**src/rtl/spi_share_arbiter.sv**
```systemverilog
// rtl/spi_share_arbiter.sv - round-robin owner arbiter for a shared AD9361 SPI bus
module spi_share_arbiter #(
   parameter int NUM_REQ        = 2,
   parameter int GAP_CYCLES     = 4,
   parameter int TIMEOUT_CYCLES = 65535
) (
   input  logic               bus_clk,
   input  logic               bus_rst,
   input  logic [NUM_REQ-1:0] req,
   output logic [NUM_REQ-1:0] gnt,
   input  logic [NUM_REQ-1:0] sen_in,
   input  logic [NUM_REQ-1:0] sclk_in,
   input  logic [NUM_REQ-1:0] mosi_in,
   output logic [NUM_REQ-1:0] miso_out,
   output logic               spi_sen,
   output logic               spi_sclk,
   output logic               spi_mosi,
   input  logic               spi_miso,
   output logic [2:0]         owner,
   output logic               busy,
   output logic               timeout_stb
);

   localparam int IDX_W = (NUM_REQ > 1) ? $clog2(NUM_REQ) : 1;
   localparam int WD_W  = (TIMEOUT_CYCLES > 1) ? $clog2(TIMEOUT_CYCLES) : 1;
   localparam int GAP_W = (GAP_CYCLES > 1) ? $clog2(GAP_CYCLES) : 1;

   typedef enum logic [1:0] {S_IDLE, S_GRANT, S_GAP} state_t;

   state_t             state_q, state_d;
   logic [NUM_REQ-1:0] gnt_q, gnt_d;
   logic [IDX_W-1:0]   owner_q, owner_d;
   logic [IDX_W-1:0]   rr_q, rr_d;
   logic [NUM_REQ-1:0] lockout_q, lockout_d;
   logic [WD_W-1:0]    wd_q, wd_d;
   logic [GAP_W-1:0]   gap_q, gap_d;
   logic               tmo_q, tmo_d;

   logic               pick_found;
   logic [IDX_W-1:0]   pick_idx;
   logic [NUM_REQ-1:0] lock_set;
   logic               release_ok;
   logic               wd_hit;
   logic [IDX_W-1:0]   rr_after_owner;
   int                 cand;

   // State and bookkeeping registers; reset returns the bus to idle immediately
   always_ff @(posedge bus_clk) begin
      if (bus_rst) begin
         state_q   <= S_IDLE;
         gnt_q     <= '0;
         owner_q   <= '0;
         rr_q      <= '0;
         lockout_q <= '0;
         wd_q      <= '0;
         gap_q     <= '0;
         tmo_q     <= 1'b0;
      end else begin
         state_q   <= state_d;
         gnt_q     <= gnt_d;
         owner_q   <= owner_d;
         rr_q      <= rr_d;
         lockout_q <= lockout_d;
         wd_q      <= wd_d;
         gap_q     <= gap_d;
         tmo_q     <= tmo_d;
      end
   end

   // Next-state: round-robin pick in IDLE, release/watchdog in GRANT, idle gap countdown
   always_comb begin
      state_d    = state_q;
      gnt_d      = gnt_q;
      owner_d    = owner_q;
      rr_d       = rr_q;
      wd_d       = wd_q;
      gap_d      = gap_q;
      tmo_d      = 1'b0;
      lock_set   = '0;
      pick_found = 1'b0;
      pick_idx   = '0;
      cand       = 0;

      // First eligible requester at or after rr, wrapping
      for (int k = 0; k < NUM_REQ; k++) begin
         cand = int'(rr_q) + k;
         if (cand >= NUM_REQ) cand = cand - NUM_REQ;
         if (!pick_found && req[cand] && !lockout_q[cand]) begin
            pick_found = 1'b1;
            pick_idx   = IDX_W'(cand);
         end
      end

      // A frame in progress (sen low) keeps the grant even after req drops
      release_ok     = !req[owner_q] && sen_in[owner_q];
      wd_hit         = (TIMEOUT_CYCLES != 0) && (wd_q == WD_W'(TIMEOUT_CYCLES - 1));
      rr_after_owner = (owner_q == IDX_W'(NUM_REQ - 1)) ? '0 : owner_q + IDX_W'(1);

      case (state_q)
         S_IDLE: begin
            if (pick_found) begin
               state_d           = S_GRANT;
               gnt_d             = '0;
               gnt_d[pick_idx]   = 1'b1;
               owner_d           = pick_idx;
               wd_d              = '0;
            end
         end
         S_GRANT: begin
            if (release_ok || wd_hit) begin
               gnt_d = '0;
               rr_d  = rr_after_owner;
               if (!release_ok) begin
                  tmo_d             = 1'b1;
                  lock_set[owner_q] = 1'b1;
               end
               if (GAP_CYCLES == 0) begin
                  state_d = S_IDLE;
               end else begin
                  state_d = S_GAP;
                  gap_d   = GAP_W'(GAP_CYCLES - 1);
               end
            end else begin
               wd_d = wd_q + WD_W'(1);
            end
         end
         S_GAP: begin
            if (gap_q == '0) state_d = S_IDLE;
            else             gap_d   = gap_q - GAP_W'(1);
         end
         default: begin
            state_d = S_IDLE;
            gnt_d   = '0;
         end
      endcase

      // A timed-out master stays locked out until it lowers its request once
      lockout_d = (lockout_q | lock_set) & req;
   end

   // Outputs: owner's pins mirrored while granted, idle levels otherwise
   always_comb begin
      spi_sen  = 1'b1;
      spi_sclk = 1'b0;
      spi_mosi = 1'b0;
      if (state_q == S_GRANT) begin
         spi_sen  = sen_in[owner_q];
         spi_sclk = sclk_in[owner_q];
         spi_mosi = mosi_in[owner_q];
      end
      miso_out    = {NUM_REQ{spi_miso}};
      busy        = (state_q != S_IDLE);
      gnt         = gnt_q;
      owner       = 3'(owner_q);
      timeout_stb = tmo_q;
   end

endmodule

```
**config.mk**
```make
export PLATFORM = sky130hd
export DESIGN_NAME = spi_share_arbiter
export DESIGN_NICKNAME = d
export VERILOG_FILES = /design/src/rtl/spi_share_arbiter.sv
export SDC_FILE = /design/constraint.sdc
export NUM_CORES = 1
export LEC_CHECK = 0
export BUFFER_PORTS_ARGS = -buffer_cell sky130_fd_sc_hd__buf_2
export CORE_MARGIN = 2
export CORE_UTILIZATION = 40
export DETAILED_ROUTE_END_ITERATION = 7
export HOLD_SLACK_MARGIN = 0.12
export PLACE_DENSITY = 0.57
export RECOVER_POWER = 25
export SLEW_MARGIN = 25
export SYNTH_ARGS = -nofsm -noshare
export SYNTH_HDL_FRONTEND = slang
export SYNTH_SLANG_ARGS = --single-unit
export TNS_END_PERCENT = 10
```
**constraint.sdc**
```tcl
create_clock -name bus_clk -period 1.94 [get_ports bus_clk]
set_input_delay 0.194 -clock bus_clk [delete_from_list [all_inputs] [get_ports bus_clk]]
set_output_delay 0.194 -clock bus_clk [all_outputs]
set_load 0.02 [all_outputs]
```
==> Word-level counts from Yosys, hierarchy flattened <==
Index checks and enable logic that the tools add are counted.
{ "classes": {"bitwise": 5, "n_eq_ne": 8, "n_reduce_logical": 23, "n_mux": 51, "addsub": 6, "magnitude_cmp": 8} }
{ "ops": {"columns": ["operator", "n"], "rows": [
  ["less-than comparator 32 x 3 -> 1 bit (second input constant)", 2],
  ["two-way mux 32 bit", 2],
  ["two-way mux 16 bit", 2],
  ["one-hot mux 16 bit (2 select lines)", 1],
  ["two-way mux 1 bit", 31],
  ["two-way mux 2 bit", 10],
  ["adder 16 x 1 -> 16 bit (second input constant)", 1],
  ["== test 16 bit (second input constant)", 1],
  ["one-hot mux 2 bit (3 select lines)", 2],
  ["AND reduction 3 bit", 4],
  ["inequality test 2 bit (second input constant)", 5],
  ["logical AND 1 bit", 6],
  ["nonzero test 2 bit", 3],
  ["zero test 1 bit", 4],
  ["zero test 2 bit", 2],
  ["less-than comparator 1 x 2 -> 1 bit (second input constant)", 2],
  ["one-hot mux 2 bit (2 select lines)", 1],
  ["AND reduction 2 bit", 2],
  ["NOT 1 bit", 3],
  ["OR reduction 3 bit", 1],
  ["subtractor 1 x 2 -> 3 bit (second input constant)", 1],
  ["subtractor 2 x 2 -> 3 bit (second input constant)", 1],
  ["adder 1 x 1 -> 2 bit (second input constant)", 1],
  ["AND 2 bit", 1],
  ["10 further kinds", 12]
]} }
{ "word_totals": {"in_bits": 11, "out_inout_bits": 12, "wordCells": 109, "reg_bits": 27} }

==> Logic depth before layout (Yosys ltp) <==
{ "logic_depth": {"word_depth": 18, "depth_mapped": 8, "depth_no_buf": 7} }

==> Least setup slack after synthesis <==
No wires, ideal clock.
{ "synth_timing": {"kind": "reg2reg", "start": "register wd_q[6]", "end": "register wd_q[5]", "slack_ns": 0.162, "synth_period_minus_slack_ns": 1.778, "setup_ns": 0.117, "t_required_ns": 1.823, "n_path_buf": 2, "stages_incl_launch_ff": 8, "arrival_time_ns": 1.661, "cell_sequence": "dfxtp_1 buf_2 nand4_1 or4_1 buf_2 a21oi_4 nor4b_1 o22a_1"} }
{ "synth_between": {"elab_chain_cells": 4} }
{ "synth_rtl": {"columns": ["item", "line_no", "text"], "rows": [
  ["start, declared", "35", "logic [WD_W-1:0] wd_q, wd_d;"],
  ["start signal, assigned", "64", "wd_q <= wd_d;"],
  ["== test 16 bit", "96", "wd_hit = (TIMEOUT_CYCLES != 0) && (wd_q == WD_W'(TIMEOUT_CYCLES - 1));"],
  ["logical OR 1 bit", "110", "if (release_ok || wd_hit) begin"],
  ["inequality test 2 bit (no line)", null, null],
  ["AND reduction 3 bit (no line)", null, null]
]} }
No other way between the ends.
A chain may end at the register's enable or synchronous reset.

==> Final worst setup path <==
{ "layout_timing": {"start": "register owner_q", "end": "register wd_q[9]"} }
{ "layout_between": {"elab_chain_cells": 7, "word_cells_on_any_way": 9, "classes_between": "1 x eq/ne; 4 x mux; 4 x reduce/logical"} }
{ "layout_rtl": {"columns": ["item", "line_no", "text"], "rows": [
  ["start, declared", "32", "logic [IDX_W-1:0] owner_q, owner_d;"],
  ["start signal, assigned", "61", "owner_q <= owner_d;"],
  ["two-way mux 1 bit (not written as such) (2 in a row)", "95", "release_ok = !req[owner_q] && sen_in[owner_q];"],
  ["zero test 1 bit", "95", null],
  ["logical AND 1 bit *", "95", null],
  ["logical OR 1 bit *", "110", null],
  ["inequality test 2 bit (no line) *", null, null],
  ["AND reduction 3 bit (no line) *", null, null]
]} }
Mark *: on every way between the ends. The rest lies on a longest branch, timed or not. The select of a mux whose other input is x is not followed.

==> flow_metrics.tcl <==
set metrics [dict create \
    wl_per_cell_um 14.8 \
    vias 1483 \
    synthArstFlopShare 0 \
    clk_latency_ns 0.28 \
    r2r-end "wd_q[9]$_SDFFE_PP0P_" \
    clk_pin_slew_ns 0.09 \
    place_hpwl_um 2840 \
    postCtsSetupBuffers 0 \
    hold-path-endpoint "lockout_q[1]$_SDFF_PP0_" \
    max_freq_mhz 532 \
    drv_slew 0 \
    hold_depth 2 \
    grt_max_degree 19 \
    start_kind "flop" \
    p_leak_nw 0.715 \
    synth_edf_count 0 \
    start_util 0.413 \
    yosysWarnings 0 \
    r2r_cells 6 \
    first_pass_iters 4 \
    nets 226 \
    die_x_um 65.2 \
    synth-seq-cells 27 \
    syn_to_final_growth_pct 18.4 \
    synth_flop_cell "dfxtp_1" \
    critPathMaxFanout 9 \
    grtUsageMet1 0.290 \
    crit_path_end_kind "flop" \
    hold_viol_final 0 \
    r2r_slack_ns 0.06 \
    synth_cells 184 \
    status "completed" \
    ant_nets 0 \
    io_buffers 17 \
    grt_pass1_wl_um 6710 \
    yosys.area.top_type_share 0.361 \
    hp-class "in -> reg" \
    met2_usage 0.291 \
    fp-row-count 22 \
    fin_ws_ns 0.0609 \
    cts_tree "done" \
    hp-start "req[1]" \
    coreArea_sq_um 3630 \
    ir_drop_v 0.000354 \
    period_needed_ns 1.88 \
    dp.cells 255 \
    drive_above_1_share 0.223 \
    dp_slack_ns 0.0350 \
    worstMarginPinSlew_ns 0.506 \
    clock_path_buffers 2 \
    synth_area_sq_um 1500 \
    syn_area_per_cell_sq_um 8.15 \
    overflow 0 \
    vias_per_cell 5.73 \
    use_met3 0.0514 \
    synth_most_common_cell "dfxtp_1" \
    groute.usage.overall 0.202 \
    cts_root_buf "clkbuf_8" \
    setup-tns-final_ns 0 \
    critPathKind "reg -> reg" \
    yosys-top-cells-count "dfxtp_1 (27), nor2_1 (22), a21oi_1 (16)" \
    clkSinkCount 27 \
    die_h_um 65.2 \
    setup_viol 0 \
    worstPathArrival_ns 2.09 \
    cts_buffers 3 \
    synth_area_leaders "dfxtp_1 (36%), nor2_1 (5.5%), a21oi_1 (5.3%), nor3_1 (3.0%), buf_4 (2.5%)" \
    cts_htree_levels 1 \
    ios 23 \
    insertedDiodeCount 0 \
    drt-initial-drc-count 78 \
    reg2reg_from "owner_q$_SDFFE_PP0P_" \
    drc 0 \
    maxCapViolCount 0 \
    grt_antenna_before_repair 0 \
    instances_no_fill 259 \
    busiest_layer "met2" \
    synth-seq-area-share 0.361 \
    wirelength_um 3840 \
    rsz0062_at_grt "yes" \
    cp.required_ns 2.15 \
    skew_ns 0.00241 \
    place_congestion 0.849 \
    first_global_vias 1404 \
    slew_headroom 0.663 \
    post-route-period-util 0.969 \
    synth_top_cell_by_area "dfxtp_1" \
    cellPowerDensity_nw_per_um2 651 \
    die_area_sq_um 4250 \
    ys_types 50 \
]
==> power breakdown <==
group          switching, W  total (W)  internal (W)
registers         0.0000151   0.000586      0.000571
clock network      0.000184   0.000330      0.000146
logic              0.000153   0.000239     0.0000857
total              0.000352    0.00116      0.000803
==> critical path: stages (launching register included) <==
cell	delay, ns
dfxtp_1	0.32
clkbuf_1	0.25
nand3b_1	0.23
and2_1	0.25
nand2_4	0.12
or4_1	0.49
a21oi_1	0.16
==> routing by layer <==
layer | share of wire | wire length, um
met2 | 0.44 | 1680
met3 | 0.069 | 267
met1 | 0.49 | 1870
met4 | 0.0081 | 31
met5 | 0 | 0
==> sequential cells by signal, indices dropped and copies added, names as in the netlist <==
register / flops
wd_q: 16
lockout_q: 2
owner_q: 1
timeout_stb: 1
state_q: 2
rr_q: 1
gap_q: 2
gnt: 2
==> what timing repair did <==
item / in CTS / in global routing
endpoints found under the setup margin: 0 / 16
gates resized for setup: 0 / 6
hold buffers: 0 / 0
==> cells in the final DEF, fill, tap and decap left out, types with 2 or more instances in the layout <==
cell	count
nor4_1	3
nor2_1	22
buf_2	13
dfxtp_1	27
ha_1	3
nand2b_1	4
nand2_1	10
o31ai_1	3
mux2i_1	3
conb_1	2
and2_1	2
nor3_1	9
a31oi_1	4
inv_1	5
nor2b_1	3
clkbuf_8	3
a21oi_1	15
and3_1	2
o221a_2	2
o21ai_0	7
buf_4	16
nand4_1	6
or4_4	2
and4_1	2
nand3_1	5
a21o_1	2
clkbuf_1	5
or4_1	2
xnor2_1	2
xor2_1	2
==> through the flow <==
step / cell area [sq um] / power [W] / utilization / hold slack (ns)
after floorplan: 1500 / 0.000760 / - / 0.322
after global placement: 1710 / 0.000834 / 0.470 / 0.388
after detailed placement: 1710 / 0.000836 / 0.470 / 0.388
after CTS: 1760 / 0.00117 / 0.483 / 0.150
after global routing: 1780 / 0.00122 / 0.489 / 0.169
final: 1780 / 0.00116 / 0.489 / 0.151
==> area by class of cell <==
cell class	instances	area (sq um)
clock inverters	1	7.51
multi-input cells	141	903
clock buffers	3	41.3
fillers	379	1860
well taps	48	60.1
flip-flops and latches	27	541
repair buffers	34	204
inverters	5	18.8
==> how the worst max path moves through the flow <==
stage	from	end	cells after the start
after floorplan	wd_q[6]$_SDFFE_PP0P_	wd_q[5]$_SDFFE_PP0P_	7
after detailed placement	wd_q[0]$_SDFFE_PP0P_	wd_q[5]$_SDFFE_PP0P_	7
final	owner_q$_SDFFE_PP0P_	wd_q[9]$_SDFFE_PP0P_	6
after global placement	wd_q[0]$_SDFFE_PP0P_	wd_q[5]$_SDFFE_PP0P_	7
after global routing	wd_q[0]$_SDFFE_PP0P_	wd_q[5]$_SDFFE_PP0P_	7
after CTS	wd_q[0]$_SDFFE_PP0P_	wd_q[5]$_SDFFE_PP0P_	7
==> kinds of logic after synthesis <==
| kind of cell | after synthesis | share of synthesized area |
|---|---|---|
| DFF | 27 | 0.361 |
| adders and majority gates | 3 | 0.0250 |
| muxes | 3 | 0.0200 |
| buffers and inverters | 17 | 0.0584 |
| and+or+nand+nor | 80 | 0.286 |
| xor gates and xnor gates | 4 | 0.0234 |
| AOI/OAI and AO/OA | 49 | 0.224 |
| other | 1 | 0.00250 |
No activity file was read; power rests on OpenSTA's default activity.
